File: src/rtl/serial_port.sv
// serial_port: memory-mapped 8N1 UART with a polled status word and a small receive FIFO.
//
// Ports:
//   clk      board clock, rising edge
//   rst      synchronous active-high reset
//   sel      block selected; rd/wr ignored when low
//   addrLow  0 = data register, 1 = status register
//   rd, wr   one-cycle strobes (rd wins when both are high)
//   dataIn   write data, bits [7:0] used
//   dataOut  registered read data
//   txd      serial output, idle high
//   rxd      asynchronous serial input
//
// Status word: {12'h000, frameErr, overrun, rxAvail, txReady}.
module serial_port #(
    parameter int unsigned CLKS_PER_BIT = 434,
    parameter int unsigned RX_DEPTH     = 4
) (
    input  logic        clk,
    input  logic        rst,
    input  logic        sel,
    input  logic        addrLow,
    input  logic        rd,
    input  logic        wr,
    input  logic [15:0] dataIn,
    output logic [15:0] dataOut,
    output logic        txd,
    input  logic        rxd
);

    localparam int unsigned AW = $clog2(RX_DEPTH);
    localparam int unsigned PW = AW + 1;
    localparam int unsigned CW = $clog2(CLKS_PER_BIT);
    localparam logic [CW-1:0] BitLast  = CW'(CLKS_PER_BIT - 1);
    localparam logic [CW-1:0] HalfLast = CW'(CLKS_PER_BIT / 2 - 1);

    typedef enum logic [1:0] {TxIdle, TxStart, TxData, TxStop} tx_state_e;
    typedef enum logic [1:0] {RxIdle, RxStart, RxData, RxStop} rx_state_e;

    // TX state
    tx_state_e       tx_state_q, tx_state_d;
    logic [CW-1:0]   tx_cnt_q, tx_cnt_d;
    logic [2:0]      tx_bit_q, tx_bit_d;
    logic [7:0]      tx_shift_q, tx_shift_d;
    logic            txd_q, txd_d;

    // RX state
    rx_state_e       rx_state_q, rx_state_d;
    logic [CW-1:0]   rx_cnt_q, rx_cnt_d;
    logic [2:0]      rx_bit_q, rx_bit_d;
    logic [7:0]      rx_shift_q, rx_shift_d;
    logic            rx_sync1_q, rx_sync1_d;
    logic            rx_sync2_q, rx_sync2_d;
    logic            rx_prev_q, rx_prev_d;

    // FIFO and register file
    logic [7:0]      fifo_q [RX_DEPTH];
    logic [7:0]      fifo_d [RX_DEPTH];
    logic [PW-1:0]   wr_ptr_q, wr_ptr_d;
    logic [PW-1:0]   rd_ptr_q, rd_ptr_d;
    logic            overrun_q, overrun_d;
    logic            frame_err_q, frame_err_d;
    logic [15:0]     data_out_q, data_out_d;

    logic rd_en, wr_en, data_rd, status_rd;
    logic tx_ready, tx_start;
    logic fifo_empty, fifo_full, rx_avail;
    logic push_req, push, pop, ovf_set, frame_err_set;
    logic [7:0] head;

    logic unused_data_hi;
    assign unused_data_hi = ^dataIn[15:8];

    // Bus decode; a write coinciding with a read is dropped.
    assign rd_en     = sel & rd;
    assign wr_en     = sel & wr & ~rd;
    assign data_rd   = rd_en & ~addrLow;
    assign status_rd = rd_en & addrLow;

    assign tx_ready = (tx_state_q == TxIdle);
    assign tx_start = wr_en & ~addrLow & tx_ready;

    assign fifo_empty = (wr_ptr_q == rd_ptr_q);
    assign fifo_full  = (wr_ptr_q[AW] != rd_ptr_q[AW]) &&
                        (wr_ptr_q[AW-1:0] == rd_ptr_q[AW-1:0]);
    assign rx_avail   = ~fifo_empty;
    assign head       = fifo_q[rd_ptr_q[AW-1:0]];

    assign pop     = data_rd & ~fifo_empty;
    // A pop in the same cycle frees the slot, so a full FIFO still accepts the byte.
    assign push    = push_req & (~fifo_full | pop);
    assign ovf_set = push_req & fifo_full & ~pop;

    // TX next state
    always_comb begin
        tx_state_d = tx_state_q;
        tx_cnt_d   = tx_cnt_q;
        tx_bit_d   = tx_bit_q;
        tx_shift_d = tx_shift_q;
        txd_d      = txd_q;
        unique case (tx_state_q)
            TxIdle: begin
                txd_d = 1'b1;
                if (tx_start) begin
                    tx_state_d = TxStart;
                    tx_cnt_d   = '0;
                    tx_shift_d = dataIn[7:0];
                    txd_d      = 1'b0;
                end
            end
            TxStart: begin
                if (tx_cnt_q == BitLast) begin
                    tx_state_d = TxData;
                    tx_cnt_d   = '0;
                    tx_bit_d   = 3'd0;
                    txd_d      = tx_shift_q[0];
                end else begin
                    tx_cnt_d = tx_cnt_q + CW'(1);
                end
            end
            TxData: begin
                if (tx_cnt_q == BitLast) begin
                    tx_cnt_d = '0;
                    if (tx_bit_q == 3'd7) begin
                        tx_state_d = TxStop;
                        txd_d      = 1'b1;
                    end else begin
                        tx_bit_d   = tx_bit_q + 3'd1;
                        tx_shift_d = {1'b0, tx_shift_q[7:1]};
                        txd_d      = tx_shift_q[1];
                    end
                end else begin
                    tx_cnt_d = tx_cnt_q + CW'(1);
                end
            end
            TxStop: begin
                if (tx_cnt_q == BitLast) begin
                    tx_state_d = TxIdle;
                    tx_cnt_d   = '0;
                end else begin
                    tx_cnt_d = tx_cnt_q + CW'(1);
                end
            end
        endcase
    end

    // RX next state
    always_comb begin
        rx_sync1_d    = rxd;
        rx_sync2_d    = rx_sync1_q;
        rx_prev_d     = rx_sync2_q;
        rx_state_d    = rx_state_q;
        rx_cnt_d      = rx_cnt_q;
        rx_bit_d      = rx_bit_q;
        rx_shift_d    = rx_shift_q;
        push_req      = 1'b0;
        frame_err_set = 1'b0;
        unique case (rx_state_q)
            RxIdle: begin
                // Falling edge only: a line stuck low after a bad stop bit cannot re-arm.
                if (rx_prev_q && !rx_sync2_q) begin
                    rx_state_d = RxStart;
                    rx_cnt_d   = '0;
                end
            end
            RxStart: begin
                if (rx_cnt_q == HalfLast) begin
                    rx_cnt_d   = '0;
                    rx_bit_d   = 3'd0;
                    rx_state_d = rx_sync2_q ? RxIdle : RxData;
                end else begin
                    rx_cnt_d = rx_cnt_q + CW'(1);
                end
            end
            RxData: begin
                if (rx_cnt_q == BitLast) begin
                    rx_cnt_d   = '0;
                    rx_shift_d = {rx_sync2_q, rx_shift_q[7:1]};
                    if (rx_bit_q == 3'd7) begin
                        rx_state_d = RxStop;
                    end else begin
                        rx_bit_d = rx_bit_q + 3'd1;
                    end
                end else begin
                    rx_cnt_d = rx_cnt_q + CW'(1);
                end
            end
            RxStop: begin
                if (rx_cnt_q == BitLast) begin
                    rx_cnt_d   = '0;
                    rx_state_d = RxIdle;
                    if (rx_sync2_q) begin
                        push_req = 1'b1;
                    end else begin
                        frame_err_set = 1'b1;
                    end
                end else begin
                    rx_cnt_d = rx_cnt_q + CW'(1);
                end
            end
        endcase
    end

    // FIFO, flags and read data
    always_comb begin
        fifo_d = fifo_q;
        if (push) begin
            fifo_d[wr_ptr_q[AW-1:0]] = rx_shift_q;
        end
        wr_ptr_d = wr_ptr_q + PW'(push);
        rd_ptr_d = rd_ptr_q + PW'(pop);

        // Error set beats the clear-on-read.
        overrun_d   = (overrun_q & ~status_rd) | ovf_set;
        frame_err_d = (frame_err_q & ~status_rd) | frame_err_set;

        data_out_d = data_out_q;
        if (data_rd) begin
            data_out_d = fifo_empty ? 16'h0000 : {8'h00, head};
        end else if (status_rd) begin
            data_out_d = {12'h000, frame_err_q, overrun_q, rx_avail, tx_ready};
        end
    end

    always_ff @(posedge clk) begin
        fifo_q <= fifo_d;
        if (rst) begin
            tx_state_q  <= TxIdle;
            tx_cnt_q    <= '0;
            tx_bit_q    <= 3'd0;
            tx_shift_q  <= 8'h00;
            txd_q       <= 1'b1;
            rx_state_q  <= RxIdle;
            rx_cnt_q    <= '0;
            rx_bit_q    <= 3'd0;
            rx_shift_q  <= 8'h00;
            rx_sync1_q  <= 1'b1;
            rx_sync2_q  <= 1'b1;
            rx_prev_q   <= 1'b1;
            wr_ptr_q    <= '0;
            rd_ptr_q    <= '0;
            overrun_q   <= 1'b0;
            frame_err_q <= 1'b0;
            data_out_q  <= 16'h0000;
        end else begin
            tx_state_q  <= tx_state_d;
            tx_cnt_q    <= tx_cnt_d;
            tx_bit_q    <= tx_bit_d;
            tx_shift_q  <= tx_shift_d;
            txd_q       <= txd_d;
            rx_state_q  <= rx_state_d;
            rx_cnt_q    <= rx_cnt_d;
            rx_bit_q    <= rx_bit_d;
            rx_shift_q  <= rx_shift_d;
            rx_sync1_q  <= rx_sync1_d;
            rx_sync2_q  <= rx_sync2_d;
            rx_prev_q   <= rx_prev_d;
            wr_ptr_q    <= wr_ptr_d;
            rd_ptr_q    <= rd_ptr_d;
            overrun_q   <= overrun_d;
            frame_err_q <= frame_err_d;
            data_out_q  <= data_out_d;
        end
    end

    assign dataOut = data_out_q;
    assign txd     = txd_q;

endmodule

File: config.mk
export PLATFORM = sky130hd
export DESIGN_NAME = serial_port
export DESIGN_NICKNAME = d
export VERILOG_FILES = /design/src/rtl/serial_port.sv
export SDC_FILE = /design/constraint.sdc
export NUM_CORES = 1
export LEC_CHECK = 0
export ABC_CLOCK_PERIOD_IN_PS = 3200
export BUFFER_PORTS_ARGS = -buffer_cell sky130_fd_sc_hd__buf_2
export CORE_MARGIN = 8
export CORE_UTILIZATION = 59
export CTS_CLUSTER_SIZE = 8
export DETAILED_ROUTE_END_ITERATION = 16
export PLACE_DENSITY = 0.9
export SLEW_MARGIN = 15
export SYNTH_ARGS = -nofsm -noshare
export SYNTH_HDL_FRONTEND = slang
export SYNTH_SLANG_ARGS = --single-unit
File: constraint.sdc
create_clock -name clk -period 3.2 [get_ports clk]
set_clock_uncertainty 0.15 [all_clocks]
set_input_delay 0.32 -clock clk [delete_from_list [all_inputs] [get_ports clk]]
set_output_delay 0.32 -clock clk [all_outputs]
set_load 0.01 [all_outputs]
# After elaboration in Yosys (flattened, before gate mapping)
# Index checks and enable logic that the tools add are counted.
[word_totals]
reg_bits = 104
latchBits = 0
ram_bits = 0
rom_bits = 0
output_inout_bits = 17
elab_cells = 152
mem_count = 0
[classes]
addsub = 6
n_mul = 0
div_mod_pow = 0
order_cmp = 3
eq_ne = 26
shift = 0
muxes = 52
bitwise_logic = 24
n_reduce_logical = 20
[ops]
columns = ["cell", "count"]
rows = [
  ["$mux 8", 7],
  ["$mux 9", 5],
  ["$bwmux 32", 1],
  ["$mux 16", 2],
  ["$pmux 9 s3", 1],
  ["$mux 2", 11],
  ["$ne 2x2->1 const B", 11],
  ["$add 9x1->9 const B", 2],
  ["$eq 9x9->1 const B", 2],
  ["$mux 3", 6],
  ["$pmux 9 s2", 1],
  ["$bmux 8 s2", 1],
  ["$demux 8 s2", 1],
  ["$pmux 2 s4", 2],
  ["$pmux 8 s2", 1],
  ["$and 1x1->1", 13],
  ["$pmux 3 s2", 2],
  ["$reduce_and 4->1", 3],
  ["$mux 1", 10],
  ["$reduce_and 5->1", 2],
  ["$eq 9x8->1 const B", 1],
  ["$eq 2x2->1 const B", 4],
  ["$reduce_bool 2->1", 4],
  ["$add 3x1->3", 2],
  ["21 further kinds", 36],
]

# Longest topological paths before layout
# Gate-level depths: netlist of the first run.
[logic_depth]
word_depth = 6
ltp_mapped = 10
mapped_depth_nobuf = 10

# Worst setup path before layout of the first run
# Ideal clock, no wire load.
[synth_timing]
path_type = "register to register"
from = "reg rd_ptr_q[1]"
to = "reg fifo_q[10] in the netlist's numbering (enable)"
setup_ps = 385
arrival_ps = 1915
required_ps = 2665
path_slack_ps = 750
path_stages_with_launch = 6
path_cell_list = "dfxtp_1 clkbuf_1 xnor2_1 and4b_1 nand4b_1 nor3b_1"
[synth_via]
elab_chain_cells = 5
[synth_rtl]
columns = ["item", "line_no", "text"]
rows = [
  ["from (decl)", "60", "logic [PW-1:0] rd_ptr_q, rd_ptr_d;"],
  ["from (signal assigned)", "259", "rd_ptr_q <= rd_ptr_d;"],
  ["$eq 3x3->1 / $eq 2x2->1 (equally long branches)", "83, 85", ""],
  ["$not 1->1 / $logic_and 1x1->1 (equally long branches)", "89, 84", ""],
  ["$and 1x1->1 / $not 1->1 (equally long branches)", "89, 91", ""],
  ["$or 1x1->1 *", "91", "assign push = push_req & (~fifo_full | pop);"],
  ["$and 1x1->1 *", "91", ""],
  ["to (signal assigned)", "226", "fifo_q <= fifo_d;"],
  ["to (decl)", "57", "logic [7:0] fifo_q [RX_DEPTH];"],
]
# Every way passes the cells marked *; elsewhere a longest branch is shown, timed or not.
# A chain may end at the register's enable or synchronous reset.

# Worst setup path in the final report of the first run
[layout_timing]
from = "reg rx_cnt_q[0]"
to = "reg fifo_q[2] in the netlist's numbering (enable)"
[layout_via]
elab_chain_cells = 4
[layout_rtl]
columns = ["item", "line_no", "text"]
rows = [
  ["from (decl)", "49", "logic [CW-1:0] rx_cnt_q, rx_cnt_d;"],
  ["from (signal assigned)", "252", "rx_cnt_q <= rx_cnt_d;"],
  ["$eq 9x9->1", "189", "if (rx_cnt_q == BitLast) begin"],
  ["$mux 1", "189", ""],
  ["$mux 1", "158", "unique case (rx_state_q)"],
  ["$and 1x1->1", "91", ""],
]
# Every way passes these cells.

==> flow_summary_export.csv, run 1 <==
group,metric,value,unit
status,outcome,"complete, no violations",
yosys,synth.area.top_cells,"dfxtp_1 (29%), edfxtp_1 (22%), ha_1 (5.4%), mux4_2 (4.1%), mux2i_1 (3.6%)",
yosys,synth_edf_count,32,
flow_run,cap_violations,0,
setup_path,end_kind,"register",
cts,cts_resized,0,
sta,hold_violations,0,
layout,area_growth,9.04,%
yosys,synth_cells,402,
die,pin_count,40,
yosys,synth_top_area_cell,"dfxtp_1",
placed_design,placedInstanceArea,4600,um^2
power,powerDensity,557,nW/um^2
layout,drive_above_1_share,15.3,%
yosys,synth_cell_types,63,
sta,rsz0062_at_grt,"no",
cts,clkTransAtPathRegs,0.11,ns
sta,fin_crit_sh,75.2,%
global_routing,grt_pass1_wl,14600,um
cts,numCtsBuffers,9,
drt,wl_per_cell,16.4,um
yosys,seq_area_frac_synth,50.8,%
drt,dr.pass1.iters,5,
layout,postLayoutCoreUtil,66.3,%
setup_path,path_class,"reg -> reg",
placed_design,dp_hpwl,5970,um
cts,cts_buffer_depth,2,
yosys,netlist_area,4410,um^2
layout,final_area,4810,um^2
yosys,synth_area_per_cell,11.0,um^2
die,die_w,102,um
global_routing,grt_pass1_vias,3049,
power,fin_total_pwr,2.68,mW
yosys,synth_top_cell_area_share,29.0,%
placed_design,place_ws,0.845,ns
placed_design,port_buffers,23,
cts,clock_sinks,96,
cts,htree_num_levels,3,
min_path,hold_class,"in -> reg",
placed_design,place.gp.congestion,0.815,
global_routing,grt_overflow,0,
setup_path,start_kind,"register",
drt,viasPerCell,5.96,
yosys,ys.flop_type,"dfxtp_1",
sta,slew_viol_final,0,
drt,via_count,3166,
sta,tightest_slew,0.796,ns
layout,final_nets,469,
setup_path,r2r_setup_slack,0.79,ns
yosys,yosysWarnings,0,
global_routing,antenna_found_initial,0,
setup_path,crit_required,3.08,ns
setup_path,critical_path.max_fanout,8,
die,die_h,102,um
drt,first_iter_violations,202,
cts,cts_tree,"yes",
sta,relSlewSlack,46.9,%
global_routing,grt_max_degree,29,
power,cellLeakagePower,1.71,nW
drt,drt_wl_total,8680,um
global_routing,grt_use_total,17.5,%
setup_path,arrival,2.28,ns
yosys,ys_async_sr_fraction,0,%
power,ir_drop,291,uV
cts,root_buffer,"clkbuf_8",
sta,max_freq,416,MHz
sta,setup_viol,0,
die,start_util,60.8,%
die,core,7250,um^2
sta,period_minus_slack,2.41,ns
drt,route.detailed.drc,0,
sta,setup_tns,0,ns
die,die_area,10500,um^2
yosys,ys_ff_latch,96,
drt,drtAntennaViolNets,0,
sta,worst_slack,0.794,ns
layout,antennaDiodeCount,0,
cts,worstSkewPairLatency,0.37,ns
die,rows,31,
==> cell usage after synthesis, types with 3 or more instances <==
master and count:
o21ai_0 9, a221oi_1 4, mux2i_1 16, a211oi_1 5
a311oi_2 3, a311oi_1 4, buf_4 8, a31oi_1 5
and2_1 5, a22oi_1 6, mux4_2 8, nand2_1 23
nor3b_1 3, nand4_1 5, ha_1 19, nand2b_1 3
and3_1 3, nor3_1 6, a21oi_1 23, o211ai_1 5
nand3b_1 4, nor2b_1 7, edfxtp_1 32, dfxtp_1 64
o22ai_1 7, nand3_1 10, nor2_1 36, clkbuf_1 13
inv_1 13, xnor2_1 10, buf_2 3
==> cell families after synthesis <==
kind of cell / after synthesis / share of synthesized area [%]
AND/OR/NAND/NOR: 122 / 14.6
flip-flops: 96 / 50.8
AO/OA/AOI/OAI: 90 / 14.8
buffers and inverters: 39 / 4.48
multiplexers: 24 / 7.71
adder cells (fa/ha/maj): 19 / 5.39
XOR/XNOR: 11 / 2.18
other: 1 / 0.0850
==> registers in the layout, summed over array words and instances, names as in the netlist, 2 cells and up, named ones only <==
name and flops:
fifo_q 32, rx_cnt_q 9, tx_cnt_q 9, dataOut 8, rx_shift_q 8, tx_shift_q 8
rd_ptr_q 3, rx_bit_q 3, tx_bit_q 3, wr_ptr_q 3, tx_state_q 2
==> final timing paths <==
kind | cells past startpoint | to | start
min reg2reg | 1 | rx_prev_d | rx_sync1_q
min | 3 | tx_shift_q[3] | dataIn[3]
max | 6 | fifo_q[2] | rx_cnt_q[0]
max reg2reg | 6 | fifo_q[2] | rx_cnt_q[0]
==> where the power goes <==
part           internal [mW]  switching [mW]
Sequential              1.32          0.0566
Clock                  0.315           0.486
Combinational          0.192           0.309
Total                   1.83           0.852
==> through the flow <==
stage / hold slack (ns) / instances
finish: 0.154 / 531
global route: 0.154 / 531
CTS: 0.137 / 531
detailed placement: 0.249 / 514
global placement: 0.242 / 514
floorplan: 0.239 / 409
==> layout make-up <==
class	count	area, um^2
clock buffers	9	124
clock inverters	7	81.3
fillers	536	2440
inverters	13	48.8
multi-input cells	274	2000
flip-flops and latches	96	2240
well taps	99	124
repair buffers	33	193
==> layout by cell type (no fill, tap or decap), drive strengths merged, types with 10 or more instances in the layout <==
cell type,netlist,final
a21oi,23,23
buf,12,32
dfxtp,64,64
edfxtp,32,32
ha,19,19
inv,13,18
mux2i,16,16
nand2,23,23
nand3,10,10
nor2,36,36
o21ai,10,10
xnor2,10,10
==> metal layers <==
metal	track usage [%]	vias to the layer above	routed length, um
met4	5.08	0	86
met1	20.1	1541	3700
met5	0	-	0
met3	5.18	10	455
li1	-	1532	-
met2	30.6	83	4440
==> critical path, stage by stage (launching register included) <==
cell      delay [ns]
dfxtp_1         0.43
ha_1            0.17
and4b_1         0.31
and2_1          0.20
nand4b_1        0.22
inv_1           0.15
and3_1          0.44
==> repair_timing <==
item,CTS,global route
setup buffers,0,0
hold buffers,1,0
endpoints found under the hold margin,1,0
No activity file was read; power rests on OpenSTA's default activity.
==> run 2, diff against run 1 <==
--- a/config.mk
+++ b/config.mk
@@ -5,7 +5,7 @@
 export SDC_FILE = /design/constraint.sdc
 export NUM_CORES = 1
 export LEC_CHECK = 0
-export ABC_CLOCK_PERIOD_IN_PS = 3200
+export ABC_CLOCK_PERIOD_IN_PS = 2300
 export BUFFER_PORTS_ARGS = -buffer_cell sky130_fd_sc_hd__buf_2
 export CORE_MARGIN = 8
 export CORE_UTILIZATION = 59
==> constraint.sdc (replaced) <==
create_clock -name clk -period 2.3 [get_ports clk]
set_clock_uncertainty 0.15 [all_clocks]
set_input_delay 0.23 -clock clk [delete_from_list [all_inputs] [get_ports clk]]
set_output_delay 0.23 -clock clk [all_outputs]
set_load 0.01 [all_outputs]
==> run 2 against run 1 <==
- worst hold slack got worse by 0.11 ns
- cell area increased by 2.2%
- cell count increased by 2.4%
- sequential share of layout area decreased by 0.93 points
- critical endpoint unchanged
- largest cell class unchanged
==> flow_summary_export.csv, run 2 (synthesized netlist as in run 1, its figures left out) <==
group,metric,value,unit
status,outcome,"complete, no violations",
setup_path,cp-startpoint,"rx_cnt_q[1]",
drt,wl_met2,4580,um
sta,hold_violations,0,
setup_path,cpMostUsedCell,"inv_1",
cts,worstSkewPairLatency,0.37,ns
power,p_clk_share,28.3,%
die,die_h,102,um
placed_design,place.gp.congestion,0.820,
drt,first_iter_violations,156,
power,p_seq_share,51.0,%
layout,final_area,4920,um^2
die,core,7250,um^2
drt,drtAntennaViolNets,0,
die,rows,31,
power,cellLeakagePower,1.78,nW
power,fin_total_pwr,3.77,mW
global_routing,grt_overflow,0,
die,pin_count,40,
cts,cts_tree,"yes",
sta,setup_viol,0,
placed_design,dp_hpwl,6110,um
setup_path,critical_path.max_fanout,8,
sta,relSlewSlack,57.2,%
setup_path,crit_slowest_cell,"dfxtp_2",
placed_design,placedInstanceArea,4710,um^2
drt,drt_wl_total,8960,um
layout,top_register,"fifo_q",
setup_path,r2r_start,"rx_cnt_q[1]",
global_routing,grt_pass1_wl,15000,um
power,p_comb_share,20.7,%
setup_path,cp_cell_sequence,"inv_1 -> ha_1 -> and4b_2 -> and2_1 -> nand4b_1 -> inv_1 -> and3_1 -> buf_12",
placed_design,dp_cells,527,
sta,fin_crit_sh,94.6,%
drt,wl_per_cell,16.5,um
setup_path,crit_required,2.24,ns
sta,setup_tns,0,ns
cts,root_buffer,"clkbuf_8",
drt,via_count,3200,
drt,viasPerCell,5.88,
layout,drive_above_1_share,18.4,%
flow_run,cap_violations,0,
power,powerDensity,768,nW/um^2
power,swShare,31.4,%
drt,wl_met3,484,um
cts,cts_buffer_depth,2,
setup_path,path_class,"reg -> reg",
min_path,hold_class,"in -> reg",
die,die_area,10500,um^2
cts,clkTransAtPathRegs,0.11,ns
global_routing,grt_use_total,18.2,%
cts,clock_sinks,96,
min_path,hold_path_startpoint,"rst",
setup_path,critical-path-max-stage-delay,0.35,ns
layout,postLayoutCoreUtil,67.8,%
power,intPower,2.59,mW
drt,route.detailed.drc,0,
die,start_util,60.8,%
layout,largest_register_ffs,32,
drt,dr.pass1.iters,4,
setup_path,arrival,2.11,ns
power,p_sw,1.19,mW
cts,htree_num_levels,3,
layout,mostFrequentLayoutCell,"dfxtp_1",
layout,area_growth,11.4,%
global_routing,grt_max_degree,53,
setup_path,end_kind,"register",
drt,highest_layer,"met4",
cts,numCtsBuffers,9,
layout,reg_top3,"fifo_q: 32 flops, rx_cnt_q: 9 flops, tx_cnt_q: 9 flops",
sta,slew_viol_final,0,
sta,max_freq,460,MHz
layout,final_nets,482,
layout,mostFrequentLayoutCells,"dfxtp_1 (62), nor2_1 (36), edfxtp_1 (32)",
sta,tightest_slew,0.634,ns
global_routing,grt_pass1_vias,3212,
layout,antennaDiodeCount,0,
layout,finalNonFillerCells,544,
placed_design,port_buffers,23,
die,die_w,102,um
sta,period_minus_slack,2.18,ns
sta,rsz0062_at_grt,"no",
drt,wl_met1,3810,um
setup_path,start_kind,"register",
power,ir_drop,487,uV
global_routing,antenna_found_initial,0,
==> run 2: changes by cell type in the layout (fill, tap and decap cells not counted), sizes merged <==
cell	previous run	this run
clkinv	2	3
inv	18	17
buf	32	45
==> run 2: per-layer routing <==
layer	GRT usage, %	up-vias
li1	-	1562
met1	21.9	1526
met2	31.2	103
met3	4.16	9
met4	6.32	0
met5	0	-
==> run 2: area by class of cell <==
class                      count  area [um^2]
multi-input combinational    274         2000
tap                           99          124
timing repair buffer          46          303
inverter                      13         48.8
fill                         539         2340
sequential                    96         2240
clock buffer                   9          124
clock inverter                 7         71.3
==> run 2: stage by stage <==
step / worst slack, ns / hold WS, ns
after global routing: 0.0145 / 0.0616
after detailed placement: 0.114 / 0.243
after floorplan: -0.150 / 0.184
after CTS: 0.0756 / 0.0344
final: 0.124 / 0.0464
after global placement: 0.190 / 0.242
==> run 2: final timing paths <==
path	end	slack [ns]	depth (start not counted)
min reg2reg	rx_prev_d	0.27	1
max reg2reg	fifo_q[2]	0.12	8
max	fifo_q[2]	0.12	8
min	rx_prev_q	0.05	3
==> run 2: worst max-delay path: cells and delay by family (launching register included) <==
kind	cells	cell delay [ns]
fa+ha+maj	1	0.14
buf+inv	3	0.36
simple gates	4	0.91
flops	1	0.35
==> run 2: repair_timing <==
item | CTS | global route
endpoints found under the setup margin | 0 | 23
hold buffers | 1 | 0
buffers inserted | 0 | 0
resized for setup | 0 | 3
endpoints found under the hold margin | 1 | 0
==> run 2: power by group through the flow <==
| stage | Sequential [mW] | Clock [mW] | Combinational, mW |
|---|---|---|---|
| 2_1_floorplan | 1.94 | 0 | 0.597 |
| 3_3_place_gp | 1.95 | 0 | 0.719 |
| 3_5_place_dp | 1.96 | 0 | 0.770 |
| 4_1_cts | 1.92 | 1.09 | 0.776 |
| 5_1_grt | 1.93 | 1.14 | 0.862 |
| 6_report | 1.92 | 1.07 | 0.783 |
==> run 3, diff against run 2 <==
--- a/config.mk
+++ b/config.mk
@@ -6,7 +6,7 @@
 export NUM_CORES = 1
 export LEC_CHECK = 0
 export ABC_CLOCK_PERIOD_IN_PS = 2300
-export BUFFER_PORTS_ARGS = -buffer_cell sky130_fd_sc_hd__buf_2
+export BUFFER_PORTS_ARGS = -buffer_cell sky130_fd_sc_hd__clkbuf_2
 export CORE_MARGIN = 8
 export CORE_UTILIZATION = 59
 export CTS_CLUSTER_SIZE = 8
==> run 3 against run 2 <==
- cell count rose by 0.18%
- sequential share of layout area fell by 0.10 points
- clock-buffer cell count stayed put
- die area is the same
- largest power group unchanged
- via count up 0.41%
==> flow_summary_export.csv, run 3 (synthesized netlist as in run 1, its figures left out) <==
group,metric,value,unit
sta,setup_viol,0,
layout,final_nets,483,
die,start_util,60.8,%
setup_path,critical_path.max_fanout,11,
global_routing,grt_pass1_wl,15100,um
sta,fin_crit_sh,93.4,%
cts,cts_buffer_depth,2,
min_path,whs_path_depth,3,
setup_path,crit_slowest_cell,"or4b_1",
drt,first_iter_violations,181,
die,die_h,102,um
layout,regArea,2250,um^2
power,fin_total_pwr,3.73,mW
layout,n_fill_cell,532,
setup_path,end_kind,"register",
sta,slew_viol_final,0,
cts,worstSkewPairLatency,0.36,ns
cts,cts_tree,"yes",
setup_path,arrival,2.28,ns
drt,route.detailed.drc,0,
cts,htree_num_levels,3,
setup_path,crit_family,"simple AND/OR/NAND/NOR gates",
power,powerDensity,757,nW/um^2
die,rows,31,
layout,drive_above_1_share,19.3,%
setup_path,timing.rr.end,"tx_shift_q[5]",
drt,wl_per_cell,16.7,um
cts,clkTransAtPathRegs,0.10,ns
setup_path,path_buf_inv,1,
sta,max_freq,466,MHz
global_routing,grt_overflow,0,
sta,tightest_slew,0.575,ns
global_routing,grt_max_degree,53,
min_path,hold_class,"in -> reg",
placed_design,dp_cells,527,
layout,largest_register_ffs,32,
global_routing,grt_pass1_vias,3210,
setup_path,ff2ff_path_depth,5,
layout,area_growth,11.7,%
drt,drtAntennaViolNets,0,
layout,finalNonFillerCells,545,
placed_design,place_ws,0.0982,ns
placed_design,place.gp.congestion,0.837,
min_path,min_to,"rx_prev_q",
sta,setup_tns,0,ns
min_path,hold_path_startpoint,"rst",
layout,top_register,"fifo_q",
die,pin_count,40,
layout,mostFrequentLayoutCells,"dfxtp_1 (61), nor2_1 (36), edfxtp_1 (32)",
layout,mostFrequentLayoutCell,"dfxtp_1",
sta,worst_slack,0.153,ns
die,die_area,10500,um^2
drt,dr.pass1.iters,4,
power,cellLeakagePower,1.78,nW
sta,relSlewSlack,61.6,%
drt,drt_wl_total,9130,um
setup_path,cp_cell_sequence,"or4b_1 -> o32ai_4 -> buf_4 -> a21oi_1 -> a311oi_2",
placed_design,dp_hpwl,6470,um
status,outcome,"complete, no violations",
sta,period_minus_slack,2.15,ns
cts,numCtsBuffers,9,
die,core,7250,um^2
sta,hold_violations,0,
power,ir_drop,617,uV
global_routing,antenna_found_initial,0,
cts,root_buffer,"clkbuf_8",
setup_path,r2r_setup_slack,0.15,ns
die,die_w,102,um
layout,postLayoutCoreUtil,68.0,%
cts,clock_sinks,96,
layout,antennaDiodeCount,0,
setup_path,path_class,"reg -> reg",
drt,viasPerCell,5.90,
layout,reg_top3,"fifo_q: 32 flops, rx_cnt_q: 9 flops, tx_cnt_q: 9 flops",
setup_path,critical-path-max-stage-delay,0.68,ns
flow_run,cap_violations,0,
setup_path,start_kind,"register",
layout,multi_input_comb_area,2010,um^2
drt,via_count,3213,
setup_path,r2r_start,"tx_cnt_q[2]",
setup_path,crit_required,2.43,ns
placed_design,port_buffers,23,
global_routing,grt_use_total,18.1,%
[run 3: changes by cell type in the layout (fill, tap and decap cells not counted)]
cell,before,now
dfxtp_2,2,3
inv_8,1,2
and2_1,5,4
xnor2_1,10,9
buf_2,23,0
and2_4,0,1
clkbuf_2,0,23
buf_4,21,22
dfxtp_1,62,61
xnor2_2,0,1
clkinv_8,1,0
[run 3: cell type report]
type / count / area share (%)
Clock inverter: 7 / 1.35
Sequential cell: 96 / 45.6
Timing Repair Buffer: 47 / 6.29
Inverter: 13 / 0.990
Clock buffer: 9 / 2.51
Multi-Input combinational cell: 274 / 40.8
Tap cell: 99 / 2.51
[run 3: what timing repair did]
action,in CTS,in global routing
endpoints found under the setup margin,0,26
hold endpoints to repair,1,0
setup buffers,0,1
hold buffers,1,0
resized for setup,0,6
[run 3: stage by stage]
stage / hold WS [ns] / instance area [um^2]
after detailed placement: 0.243 / 4710
after floorplan: 0.184 / 4440
after global routing: 0.0539 / 4930
after global placement: 0.242 / 4710
after CTS: 0.0315 / 4910
final: 0.0294 / 4930
[run 3: routing by layer]
metal	track usage [%]	part of all wire (%)	wire length [um]
met1	20.3	40	3650
met5	0	0	0
met3	3.81	5.2	477
met4	7.34	1.8	168
met2	32.6	53	4830
[run 3: how the worst max path moves through the flow]
stage	to	start	cells after the start
after global placement	wr_ptr_q[1]	rx_cnt_q[1]	9
after detailed placement	fifo_q[13]	rx_cnt_q[0]	6
after global routing	wr_ptr_q[2]	rx_cnt_q[1]	10
after CTS	fifo_q[14]	rx_cnt_q[0]	6
final	tx_shift_q[5]	tx_cnt_q[2]	5
after floorplan	fifo_q[10]	rd_ptr_q[1]	5
[run 3: where the power goes]
group          total [mW]  internal [mW]  switching [mW]
Clock                1.05          0.423           0.623
Combinational       0.761          0.321           0.440
Sequential           1.92           1.84          0.0818
Total                3.73           2.59            1.14
[run 3: worst min-delay path, cell delays in order]
cell      delay (ns)
clkbuf_2        0.09
inv_1           0.10
nand2_1         0.09
